[config.mk]
export PLATFORM = sky130hd
export DESIGN_NAME = bus_grant_arbiter
export DESIGN_NICKNAME = d
export VERILOG_FILES = /design/src/rtl/bus_grant_arbiter.sv
export SDC_FILE = /design/constraint.sdc
export NUM_CORES = 1
export LEC_CHECK = 0
export ABC_CLOCK_PERIOD_IN_PS = 8100
export BUFFER_PORTS_ARGS = -buffer_cell sky130_fd_sc_hd__buf_4
export CAP_MARGIN = 20
export CORE_ASPECT_RATIO = 0.8
export CORE_MARGIN = 1.5
export CORE_UTILIZATION = 55
export CTS_BUF_LIST = sky130_fd_sc_hd__clkbuf_4 sky130_fd_sc_hd__clkbuf_8 sky130_fd_sc_hd__clkbuf_16
export CTS_CLUSTER_DIAMETER = 120
export DETAILED_ROUTE_END_ITERATION = 10
export PLACE_DENSITY_LB_ADDON = 0.15
export SLEW_MARGIN = 10
export SYNTH_ARGS = -nofsm -noshare
export SYNTH_HDL_FRONTEND = slang
export SYNTH_SLANG_ARGS = --single-unit
[constraint.sdc]
create_clock -name clk -period 8.1 [get_ports clk]
set_clock_uncertainty 0.05 [all_clocks]
set_input_delay 0.81 -clock clk [delete_from_list [all_inputs] [get_ports clk]]
set_output_delay 0.81 -clock clk [all_outputs]
set_load 0.01 [all_outputs]
[src/rtl/bus_grant_arbiter.sv]
// Round-robin bus arbiter: registered one-hot grant, hold limit, one-cycle turnaround.
// Pointer advances past the owner only on release, bounding each source's wait.
module bus_grant_arbiter #(
  parameter int unsigned HOLD_MAX = 16,
  parameter int unsigned HOLD_W   = 5
) (
  input  logic        clk,
  input  logic        clr,
  input  logic [31:0] req,
  output logic [31:0] grant,
  output logic        grant_valid,
  output logic        hold_expired
);

  typedef enum logic [1:0] {
    IDLE,
    GRANT,
    TURN
  } state_t;

  localparam logic [HOLD_W-1:0] HOLD_LIM = HOLD_W'(HOLD_MAX);
  localparam bit                HOLD_EN  = (HOLD_MAX != 0);

  state_t            state_q, state_d;
  logic [4:0]        ptr_q, ptr_d;
  logic [4:0]        gidx_q, gidx_d;
  logic [HOLD_W-1:0] hold_cnt_q, hold_cnt_d;
  logic [31:0]       grant_q, grant_d;
  logic              valid_q, valid_d;
  logic              hexp_q, hexp_d;

  logic [4:0]        scan_idx;
  logic [4:0]        sel;
  logic              sel_found;

  // First requesting index in rotation order ptr, ptr+1, ..., ptr-1 (5-bit wrap).
  always_comb begin
    sel       = '0;
    sel_found = 1'b0;
    scan_idx  = '0;
    for (int unsigned i = 0; i < 32; i++) begin
      scan_idx = ptr_q + 5'(i);
      if (!sel_found && req[scan_idx]) begin
        sel       = scan_idx;
        sel_found = 1'b1;
      end
    end
  end

  always_comb begin
    state_d    = state_q;
    ptr_d      = ptr_q;
    gidx_d     = gidx_q;
    hold_cnt_d = hold_cnt_q;
    grant_d    = grant_q;
    valid_d    = valid_q;
    hexp_d     = 1'b0;

    unique case (state_q)
      IDLE: begin
        if (sel_found) begin
          grant_d    = 32'h1 << sel;
          valid_d    = 1'b1;
          gidx_d     = sel;
          hold_cnt_d = HOLD_W'(1);
          state_d    = GRANT;
        end
      end

      GRANT: begin
        // A dropped request takes precedence over the hold limit on the same edge.
        if (!req[gidx_q] || (HOLD_EN && hold_cnt_q == HOLD_LIM)) begin
          grant_d = '0;
          valid_d = 1'b0;
          ptr_d   = gidx_q + 5'd1;
          state_d = TURN;
          hexp_d  = req[gidx_q];
        end else if (HOLD_EN && hold_cnt_q != HOLD_LIM) begin
          hold_cnt_d = hold_cnt_q + HOLD_W'(1);
        end
      end

      TURN: begin
        state_d = IDLE;
      end

      default: begin
        state_d = IDLE;
        grant_d = '0;
        valid_d = 1'b0;
      end
    endcase
  end

  always_ff @(posedge clk) begin
    if (clr) begin
      state_q    <= IDLE;
      ptr_q      <= '0;
      gidx_q     <= '0;
      hold_cnt_q <= '0;
      grant_q    <= '0;
      valid_q    <= 1'b0;
      hexp_q     <= 1'b0;
    end else begin
      state_q    <= state_d;
      ptr_q      <= ptr_d;
      gidx_q     <= gidx_d;
      hold_cnt_q <= hold_cnt_d;
      grant_q    <= grant_d;
      valid_q    <= valid_d;
      hexp_q     <= hexp_d;
    end
  end

  assign grant        = grant_q;
  assign grant_valid  = valid_q;
  assign hold_expired = hexp_q;

endmodule

# --- Word level (Yosys, flattened, before mapping) ---
# Cells that the tools add are included.
classes:
  muxes: 143
  n_mul: 0
  order_cmp: 33
  div: 0
  bitwise_logic: 3
  n_shift: 1
  reduce_logical: 72
  addsub: 33
  eq_ne: 8
ops:
  columns: ["op", "n"]
  rows:
  - ["less-than comparator 5 x 6 -> 1 bit, second input constant", 33]
  - ["2-to-1 mux 5 bit", 35]
  - ["binary-select mux 1 bit (select 5 bit)", 33]
  - ["case mux 32 bit (3 select lines)", 1]
  - ["adder 5 bit, second input constant", 16]
  - ["2-to-1 mux 1 bit", 67]
  - ["2-to-1 mux 32 bit", 2]
  - ["adder 5 x 4 -> 5 bit, second input constant", 8]
  - ["logical NOT 1 bit", 32]
  - ["left shift 1 x 5 -> 32 bit, first input constant", 1]
  - ["logical AND 1 bit", 31]
  - ["adder 5 x 3 -> 5 bit, second input constant", 4]
  - ["adder 5 x 1 -> 5 bit, second input constant", 3]
  - ["adder 5 x 2 -> 5 bit, second input constant", 2]
  - ["case mux 5 bit (2 select lines)", 1]
  - ["!= test 2 bit, second input constant", 4]
  - ["AND reduction 2 bit", 3]
  - ["== test 5 bit, second input constant", 1]
  - ["!= test 5 bit, second input constant", 1]
  - ["2-to-1 mux 2 bit", 2]
  - ["case mux 2 bit (2 select lines)", 1]
  - ["AND reduction 4 bit", 1]
  - ["NOT 1 bit", 3]
  - ["case mux 1 bit (3 select lines)", 1]
  - ["other kinds (7)", 7]
totals:
  latchBits: 0
  register_bits: 51
  mem_bits_rw: 0
  output_inout_bits: 34
  elab_cells: 300
  rom_bits: 0
  input_bits: 34
  n_memories: 0

# --- Depth between registers and ports, before layout ---
# Gate-level depths: netlist of run 1.
logic_depth:
  depth_word: 99
  ltp_mapped: 26
  ltp_nobuf: 15

# --- Worst setup path before layout of run 1 ---
# No wires, ideal clock.
synth_path:
  path_type: "reg2reg"
  start: "register ptr_q[1]"
  end: "register grant_q[10], in the netlist grant[10]"
  setup_slack_ns: 2.054
  stages_incl_launch_ff: 25
  t_required_ns: 7.933
  arrival_ns: 5.879
  setup_time_ns: 0.117
  cell_sequence: "dfxtp_1 buf_6 buf_8 buf_6 buf_6 buf_4 inv_1 clkbuf_1 ha_1 buf_2 buf_2 mux4_2 mux2_2 a22oi_1 nand4_1 or4_4 or4_4 buf_6 or3_1 o211ai_2 a21oi_2 a21oi_2 nor2_2 buf_6 a32o_1"
synth_between:
  elab_chain_len: 99
  elab_cells_between_ends: 226
  classes_between: "add/sub: 31; eq/ne: 1; shift: 1; mux: 130; reduce/logical: 63"
synth_rtl:
  columns: ["item", "line_no", "text"]
  rows:
  - ["from (decl)", "25", "logic [4:0] ptr_q, ptr_d;"]
  - ["from (signal assigned)", "106", "ptr_q <= ptr_d;"]
  - ["parallel branches: the longest is 99 deep, another holds adder 5 x 1 -> 5 bit", null, null]
  - ["to (signal assigned)", "109", "grant_q <= grant_d;"]
  - ["to (decl)", "28", "logic [31:0] grant_q, grant_d;"]
# Parallel ways; which one is timed is not known. The select of a mux whose other input is x is not followed.
# A chain may end at the register's enable or synchronous reset.

# --- Worst setup path in the final report of run 1 ---
layout_path:
  start: "register ptr_q[1]"
  end: "register grant_q[21], in the netlist grant[21]"
# The elaborated chain is that of the path after synthesis.

==> reports/qor.yml, run 1 <==
global_routing:
  grt_start_max_net_pins: 52
  antenna_found_initial: 1
  grt_usage: 0.392
  grt_pass1_wl_mm: 52.9
  grt_pass1_vias: 8839
  grt_remaining_overflow: 0
hold_path:
  holdPathStages: 2
  hp-start: "grant[20]$_SDFFE_PP0P_"
  hp-class: "reg2reg"
  hold_path_end: "grant[20]$_SDFFE_PP0P_"
clocking:
  h-tree-depth: 2
  numCtsBuffers: 5
  clock_latency_ns: 0.29
  clk_pin_slew_ns: 0.07
  clkSinkCount: 51
  clock_path_buffers: 2
  cts_tree: "done"
  cts-root-buf: "clkbuf_16"
  cts_hold_buffers: 0
  post_cts_buffers: 0
  ctsResizeCount: 0
sta:
  rsz0062_at_grt: "false"
  timing.fmax_ghz: 0.146
  period_share: 0.845
  tightest_slew_ns: 1.06
  drv_slew: 0
  tns_ns: 0
  period_needed_ns: 6.84
  slew_headroom: 0.291
  setup_viol_count_final: 0
  hold_viol: 0
routing:
  via_per_inst: 7.61
  vias: 9636
  ant_nets: 0
  wl_per_cell_um: 27.1
  drc: 0
  drt_iter0_drc: 1235
  drt_pass1_iterations: 9
  wirelength_mm: 34.4
layout:
  final_cell_mix: "97 x buf_4, 93 x nand2_1, 89 x mux4_2, 89 x mux2i_1, 69 x nor2_1"
  regArea_um2: 1030
  final_common_cell: "buf_4"
  multi_input_area_um2: 7640
  area_growth_pct: 7.98
  nets: 1096
  n_fill_cell: 1451
  drive_gt1_frac: 0.276
  diodes: 0
synthesis:
  synth_top_cell_by_area: "mux4_2"
  yosysWarnings: 0
  seq_area_frac_synth: 0.111
  synth_cell_types: 94
  synth-seq-cells: 51
  netlist_instances: 1016
  synth_nets: 1066
  synth_ff_type: "dfxtp_1"
  synthTopCellsByArea: "mux4_2 22%, dfxtp_1 11%, mux2i_1 9.7%"
  synth.avg_cell_area_um2: 9.04
  synthArstFlopShare: 0
  synth_top_area_frac: 0.218
  synth-edff-count: 0
  syn_area_um2: 9190
worst_setup_path:
  worstSetupEndpointType: "flop"
  slowest_stage: "ha_1"
  crit_type: "reg2reg"
  r2r_setup_slack_ns: 1.26
  critPathMaxFanout: 32
  timing.rr.end: "grant[21]$_SDFFE_PP0P_"
  r2r_start: "ptr_q[1]$_SDFFE_PP0P_"
  critPathLaunch: "ptr_q[1]$_SDFFE_PP0P_"
  cpMostUsedCell: "mux2i_1"
  cp.arrival_ns: 7.00
  start_kind: "flop"
  worst-path-buf-inv: 1
  path_cells: "inv_1, ha_1, mux4_2, mux2i_1, mux2i_1, mux2i_4, nand4_4, or3_1, nor4_2, nand3_1, o22ai_1, a2111oi_2, nor3_2, o21ai_0, o21ai_1"
  worstPathRequired_ns: 8.26
  rr_worst_depth: 15
  crit_family: "simple AND/OR/NAND/NOR gates"
  max_stage_delay_ns: 0.87
die:
  die_x_um: 148
  die_area_um2: 17500
  rows: 42
  coreArea_um2: 16400
  start_util: 0.559
  chipHeight_um: 119
  ios: 68
placement:
  io_buffers: 67
  gp_congestion: 1.10
  place_hpwl_mm: 25.9
job:
  drv_cap: 0
status:
  outcome: "finished clean"
==> stage by stage <==
stage | setup slack [ns] | instance area [um2] | instances | hold slack, ns | util
2_1_floorplan | 2.05 | 9190 | 1016 | 0.418 | -
3_3_place_gp | 1.73 | 9770 | 1259 | 0.395 | 0.594
3_5_place_dp | 1.50 | 9770 | 1259 | 0.400 | 0.594
4_1_cts | 1.49 | 9920 | 1267 | 0.416 | 0.603
5_1_grt | 0.885 | 9920 | 1267 | 0.431 | 0.603
6_report | 1.26 | 9920 | 1267 | 0.410 | 0.603
==> cells by family after synthesis <==
group / Yosys count / share of synthesized area
XOR/XNOR: 39 / 0.0388
buffers and inverters: 100 / 0.0592
AND/OR/NAND/NOR: 322 / 0.181
AO/OA/AOI/OAI: 267 / 0.212
adder cells (fa/ha/maj): 16 / 0.0218
multiplexers: 221 / 0.376
flip-flops: 51 / 0.111
==> layout make-up <==
| class | instances | area share |
|---|---|---|
| Multi-Input combinational cell | 865 | 0.770 |
| Clock inverter | 3 | 0.00240 |
| Timing Repair Buffer | 97 | 0.0734 |
| Inverter | 26 | 0.0103 |
| Clock buffer | 5 | 0.0126 |
| Sequential cell | 51 | 0.104 |
| Tap cell | 220 | 0.0277 |
==> Yosys cell counts, types with 5 or more instances <==
| library cell | count |
|---|---|
| nor2b_1 | 11 |
| o31ai_2 | 5 |
| or3_1 | 6 |
| nand2b_1 | 11 |
| buf_6 | 9 |
| a211oi_1 | 16 |
| a311oi_1 | 5 |
| xor2_1 | 10 |
| dfxtp_1 | 51 |
| mux2_2 | 37 |
| nor3_1 | 17 |
| mux4_2 | 89 |
| mux2i_1 | 89 |
| clkbuf_1 | 31 |
| o22ai_1 | 18 |
| a2111oi_0 | 5 |
| o211ai_1 | 13 |
| nand2_1 | 93 |
| ha_1 | 16 |
| inv_1 | 20 |
| buf_2 | 18 |
| nor2_1 | 69 |
| o21ai_1 | 7 |
| xnor2_1 | 27 |
| a21boi_0 | 7 |
| o2111ai_1 | 9 |
| a22oi_1 | 8 |
| o32ai_1 | 5 |
| o22a_1 | 7 |
| nand3_1 | 49 |
| a21oi_1 | 36 |
| nand4_1 | 17 |
| buf_1 | 5 |
| a31oi_1 | 13 |
| o221ai_1 | 5 |
| o21ai_0 | 41 |
| and2_1 | 5 |
| a32oi_1 | 5 |
| a32o_1 | 20 |
| nor4_1 | 5 |
| buf_4 | 8 |
==> worst max path at each step <==
stage	to	slack, ns	cells after the start
after CTS	grant[21]$_SDFFE_PP0P_	1.49	15
after detailed placement	grant[21]$_SDFFE_PP0P_	1.50	15
final	grant[21]$_SDFFE_PP0P_	1.26	15
after global routing	grant[21]$_SDFFE_PP0P_	0.89	16
after floorplan	grant[10]$_SDFFE_PP0P_	2.05	24
after global placement	grant[20]$_SDFFE_PP0P_	1.73	16
==> metal layers <==
| layer | routed length, um | GRT usage | vias to the layer above |
|---|---|---|---|
| met3 | 5590 | 0.132 | 153 |
| li1 | - | - | 4121 |
| met4 | 1460 | 0.114 | 2 |
| met1 | 13600 | 0.570 | 4550 |
| met2 | 13800 | 0.547 | 810 |
| met5 | 4 | 0 | - |
==> worst reg2reg max path, delay by kind of cell, from the launching register on <==
kind                     cells  cell delay [ns]
AND/OR/NAND/NOR              5             2.47
multiplexers                 4             1.56
adder cells (fa/ha/maj)      1             0.87
flip-flops                   1             0.69
AO/OA/AOI/OAI                4             1.01
buffers and inverters        1             0.13
==> flip-flops by register name, indices dropped and copies added (netlist names) <==
signal	flops
hold_expired	1
grant	32
grant_valid	1
state_q	2
hold_cnt_q	5
gidx_q	5
ptr_q	5
Power of run 1 is left out: the tool's default activity adds up to more than one toggle a clock period on the data nets, which glitch-free logic cannot reach.
==> run 2, diff against run 1 <==
- ABC_CLOCK_PERIOD_IN_PS: 8100 -> 6800
- clock period: 8.1 -> 6.8 ns (I/O delays scaled with it)
==> run 2 against run 1 <==
Sequential share of layout area is 0.096 points lower; global-route usage is 0.98 points higher; setup slack worse by 0.70 ns; largest cell class unchanged; die area stayed put; highest routed layer is now met4; core utilization is 0.56 points higher.
==> reports/qor.yml, run 2 (synthesis results as in run 1) <==
sta:
  drv_slew: 0  # unchanged
  period_needed_ns: 6.24  # -0.597 ns
  tightest_slew_ns: 1.11  # +0.0510 ns
  setup_viol_count_final: 0  # unchanged
  slew_headroom: 0.254  # -0.0369
  hold_viol: 0  # unchanged
  tns_ns: 0  # unchanged
  period_share: 0.918  # +0.0737
  rsz0062_at_grt: "false"
  timing.fmax_ghz: 0.160  # +9.6%
clocking:
  cts-root-buf: "clkbuf_16"
  clock_path_buffers: 2  # unchanged
  clkSinkCount: 51  # unchanged
  ctsResizeCount: 0  # unchanged
  clk_pin_slew_ns: 0.07  # about the same
  numCtsBuffers: 5  # unchanged
  cts_hold_buffers: 0  # unchanged
  post_cts_buffers: 0  # unchanged
  h-tree-depth: 2  # unchanged
  clock_latency_ns: 0.30  # about the same
  cts_tree: "done"
global_routing:
  grt_pass1_wl_mm: 53.9  # +1.9%
  grt_usage: 0.402  # +0.00976
  antenna_found_initial: 0  # -1
  grt_start_max_net_pins: 61  # +17%
  grt_pass1_vias: 8686  # -1.7%
  grt_remaining_overflow: 0  # unchanged
layout:
  diodes: 0  # unchanged
  final_cell_mix: "109 x buf_4, 93 x nand2_1, 89 x mux4_2, 89 x mux2i_1, 69 x nor2_1"
  drive_gt1_frac: 0.284  # +0.00820
  largest_reg_flops: 32  # unchanged
  nets: 1108  # +1.1%
  final_common_cell: "buf_4"
  area_growth_pct: 8.99
die:
  start_util: 0.559  # unchanged
  rows: 42  # unchanged
  die_x_um: 148  # unchanged
  ios: 68  # unchanged
  chipHeight_um: 119  # unchanged
  coreArea_um2: 16400  # unchanged
  die_area_um2: 17500  # unchanged
worst_setup_path:
  r2r_start: "ptr_q[3]$_SDFFE_PP0P_"
  r2r_setup_slack_ns: 0.56  # -0.70 ns
  cp.arrival_ns: 6.41  # -0.59 ns
  critPathLaunch: "ptr_q[3]$_SDFFE_PP0P_"
  critPathMaxFanout: 32  # unchanged
  worstPathRequired_ns: 6.97  # -1.29 ns
  timing.rr.end: "grant[27]$_SDFFE_PP0P_"
  crit_type: "reg2reg"
  rr_worst_depth: 16  # +1
  start_kind: "flop"
  worstSetupEndpointType: "flop"
hold_path:
  hp-start: "grant[29]$_SDFFE_PP0P_"
  hp-class: "reg2reg"
  holdPathStages: 2  # unchanged
  hold_path_end: "grant[29]$_SDFFE_PP0P_"
placement:
  place_hpwl_mm: 26.8  # +3.8%
  gp_congestion: 1.19  # +8.7%
  io_buffers: 67  # unchanged
routing:
  drc: 0  # unchanged
  vias: 9609  # -0.28%
  drt_iter0_drc: 1257  # +1.8%
  ant_nets: 0  # unchanged
  wl_per_cell_um: 27.8  # +2.3%
  wirelength_mm: 35.5  # +3.2%
  drt_pass1_iterations: 6  # -3
  via_per_inst: 7.51  # -1.2%
status:
  outcome: "finished clean"
job:
  drv_cap: 0  # unchanged
## run 2: final cells by class
class	count	area [um2]
timing repair buffer	109	818
clock inverter	3	26.3
clock buffer	5	125
sequential	51	1030
inverter	26	103
multi-input combinational	865	7640
fill	1473	6430
tap	220	275
## run 2: per-stage QoR
step	setup slack (ns)	utilization	instance area (um2)	instances	hold WS, ns
6_report	0.556	0.609	10000	1279	0.403
5_1_grt	0.345	0.609	10000	1279	0.437
4_1_cts	0.841	0.609	10000	1279	0.409
3_5_place_dp	0.865	0.600	9860	1271	0.399
3_3_place_gp	0.777	0.600	9860	1271	0.396
2_1_floorplan	0.754	-	9190	1016	0.418
## run 2: worst max-delay path by stage
| stage | endpoint | slack, ns |
|---|---|---|
| floorplan | grant[10]$_SDFFE_PP0P_ | 0.75 |
| global placement | grant[27]$_SDFFE_PP0P_ | 0.78 |
| detailed placement | grant[27]$_SDFFE_PP0P_ | 0.87 |
| CTS | grant[27]$_SDFFE_PP0P_ | 0.84 |
| global route | grant[31]$_SDFFE_PP0P_ | 0.34 |
| finish | grant[27]$_SDFFE_PP0P_ | 0.56 |
## run 2: layer usage
metal	vias up	share of wire	global-route usage	routed length (um)
met3	95	0.15	0.115	5420
met1	4593	0.40	0.597	14300
met2	776	0.41	0.565	14600
met4	0	0.033	0.108	1170
li1	4145	-	-	-
met5	-	0	0	0
## run 2: critical path, stage by stage (launching register included)
cell,delay [ns]
dfxtp_2,0.33
clkinv_1,0.42
ha_1,0.75
inv_1,0.45
nor2_1,0.09
a22oi_1,0.73
o221ai_1,0.26
buf_4,0.26
or3_1,0.51
or4_4,0.65
nor2_2,0.27
a311oi_2,0.35
or2_1,0.38
nor2b_2,0.12
buf_4,0.32
nand2_1,0.12
o31ai_2,0.07
Power of run 2 is left out for the same reason.
==> run 3, diff against run 2 <==
- ABC_AREA: default -> 1
==> run 3 against run 2 <==
Sequential share of layout area rose by 3.4 points; cell area fell by 25%; final cell count rose by 8.9%; core utilization rose by 0.72 points; register-to-register slack improved by 0.06 ns; die area fell by 25%.
==> reports/qor.yml, run 3 <==
status:
  outcome: "finished clean"
synthesis:
  yosysMostFrequentCell: "nand2_1"
  synth-edff-count: 0  # unchanged
  seq_area_frac_synth: 0.150  # +0.0391
  synth_common_cells: "304 x nand2_1, 276 x nand3_1, 135 x nor2_1, 106 x inv_1"
  synthArstFlopShare: 0  # unchanged
  yosysWarnings: 0  # unchanged
  synth_cell_types: 51  # -46%
  netlist_instances: 1200  # +18%
  syn_area_um2: 6800  # -26%
  synth_nets: 1250  # +17%
  synth.avg_cell_area_um2: 5.66  # -37%
  synth_ff_type: "dfxtp_1"
  synth_top_cell_by_area: "nand3_1"
  synth-seq-cells: 51  # unchanged
  synthTopCellsByArea: "nand3_1 20%, nand2_1 17%, dfxtp_1 15%"
  synth_top_area_frac: 0.203  # -0.0149
worst_setup_path:
  cp.arrival_ns: 6.30  # -0.11 ns
  crit_type: "reg2reg"
  rr_worst_depth: 33  # +17
  cp.depth: 33  # +17
  critPathLaunch: "ptr_q[0]$_SDFFE_PP0P_"
  start_kind: "flop"
  r2r_start: "ptr_q[0]$_SDFFE_PP0P_"
  worstSetupEndpointType: "flop"
  timing.rr.end: "grant[22]$_SDFFE_PP0P_"
  slowest_stage: "a21oi_1"
  worstSetupEndpoint: "grant[22]$_SDFFE_PP0P_"
  worstPathRequired_ns: 6.92  # -0.05 ns
  r2r_setup_slack_ns: 0.62  # +0.06 ns
  max_stage_delay_ns: 0.54  # -0.21 ns
  critPathMaxFanout: 36  # +13%
  crit_family: "simple AND/OR/NAND/NOR gates"
  worst-path-buf-inv: 6  # +2
clocking:
  clock_path_buffers: 2  # unchanged
  clock_latency_ns: 0.30  # about the same
  numCtsBuffers: 5  # unchanged
  clk_pin_slew_ns: 0.08  # about the same
  cts_tree: "done"
  clkSinkCount: 51  # unchanged
  h-tree-depth: 2  # unchanged
  post_cts_buffers: 0  # unchanged
  cts-root-buf: "clkbuf_16"
layout:
  final_cell_mix: "304 x nand2_1, 276 x nand3_1, 135 x nor2_1"
  final_util: 0.616  # +0.00721
  n_fill_cell: 1210  # -18%
  nets: 1290  # +16%
  diodes: 0  # unchanged
  largest_reg_flops: 32  # unchanged
  drive_gt1_frac: 0.130  # -0.154
  final_common_cell: "nand2_1"
  area_growth_pct: 9.83
  final_cells: 1393  # +8.9%
placement:
  io_buffers: 67  # unchanged
  dp_cells: 1385  # +9.0%
  place_hpwl_mm: 20.8  # -22%
  gp_congestion: 1.12  # -5.9%
die:
  chipHeight_um: 102  # -14%
  start_util: 0.561  # +0.00228
  coreArea_um2: 12100  # -26%
  die_x_um: 127  # -14%
  die_area_um2: 13000  # -25%
  ios: 68  # unchanged
  rows: 36  # -14%
sta:
  tightest_slew_ns: 0.962  # -0.149 ns
  drv_slew: 0  # unchanged
  timing.fmax_ghz: 0.162  # +1.0%
  period_needed_ns: 6.18  # -0.0620 ns
  tns_ns: 0  # unchanged
  period_share: 0.909  # -0.00911
  finalHoldWorstSlack_ns: 0.423  # +0.0201 ns
  slew_headroom: 0.354  # +0.0999
  hold_viol: 0  # unchanged
  rsz0062_at_grt: "false"
  setup_viol_count_final: 0  # unchanged
global_routing:
  grt_pass1_vias: 7419  # -15%
  grt_usage: 0.405  # +0.00259
  grt_pass1_wl_mm: 40.8  # -24%
  antenna_found_initial: 0  # unchanged
  grt_remaining_overflow: 0  # unchanged
  grt_start_max_net_pins: 40  # -34%
routing:
  drt_iter0_drc: 1244  # -1.0%
  drt_pass1_iterations: 6  # unchanged
  wirelength_mm: 26.4  # -26%
  ant_nets: 0  # unchanged
  vias: 8557  # -11%
  wl_per_cell_um: 18.9  # -32%
  drc: 0  # unchanged
  via_per_inst: 6.14  # -18%
hold_path:
  hp-start: "grant[0]$_SDFFE_PP0P_"
  hp-class: "reg2reg"
job:
  drv_cap: 0  # unchanged
==> run 3: changes by cell type after synthesis, moves of 37 or more <==
cell / delta
inv_1: +86
nand3_1: +227
mux2_2: -37
mux4_2: -89
nand2_1: +211
nor2_1: +66
mux2i_1: -87
==> run 3: cell type report <==
cell class	instances	area, um2	area share
repair buffers	81	608	0.0815
flip-flops and latches	51	1020	0.137
well taps	152	190	0.0255
multi-input cells	978	5030	0.673
clock inverters	3	28.8	0.00386
clock buffers	5	125	0.0168
inverters	123	463	0.0620
==> run 3: what timing repair did <==
action | 4_1_cts | 5_1_grt
hold buffers | 0 | 0
setup endpoints to repair | 0 | 18
resized for setup | 0 | 1
==> run 3: how the worst min path moves through the flow <==
stage,slack (ns),end,depth (start not counted)
6_report,0.42,grant[0]$_SDFFE_PP0P_,2
3_5_place_dp,0.41,grant[6]$_SDFFE_PP0P_,2
2_1_floorplan,0.43,hold_cnt_q[1]$_SDFFE_PP0P_,2
5_1_grt,0.44,grant[30]$_SDFFE_PP0P_,2
4_1_cts,0.42,grant[1]$_SDFFE_PP0P_,2
3_3_place_gp,0.41,grant[16]$_SDFFE_PP0P_,2
==> run 3: logic make-up (layout without fill, tap and decap cells) <==
kind of cell,after synthesis,in the layout,share of synthesized area
AOI/OAI and AO/OA,135,135,0.121
xor gates and xnor gates,23,23,0.0379
adders and majority gates,16,16,0.0295
buffers and inverters,171,212,0.110
DFF,51,51,0.150
muxes,2,2,0.00295
and+or+nand+nor,802,802,0.548
==> run 3: tightest hold or removal path, cell delays in order, from the launching register on <==
cell,delay (ns)
dfxtp_1,0.31
nand2_1,0.06
a21oi_1,0.06
==> run 3: per-layer routing <==
layer | share of wire | routed length [um] | global-route usage
met1 | 0.44 | 11700 | 0.593
met2 | 0.39 | 10400 | 0.581
met3 | 0.14 | 3590 | 0.103
met4 | 0.028 | 748 | 0.115
met5 | 0 | 0 | 0
==> run 3: stage by stage <==
stage,setup WS [ns],area [um2]
after floorplan,1.48,6800
after global placement,0.568,7310
after detailed placement,0.625,7310
after CTS,0.592,7460
after global routing,0.105,7460
final,0.618,7460
Power of run 3 is left out for the same reason.
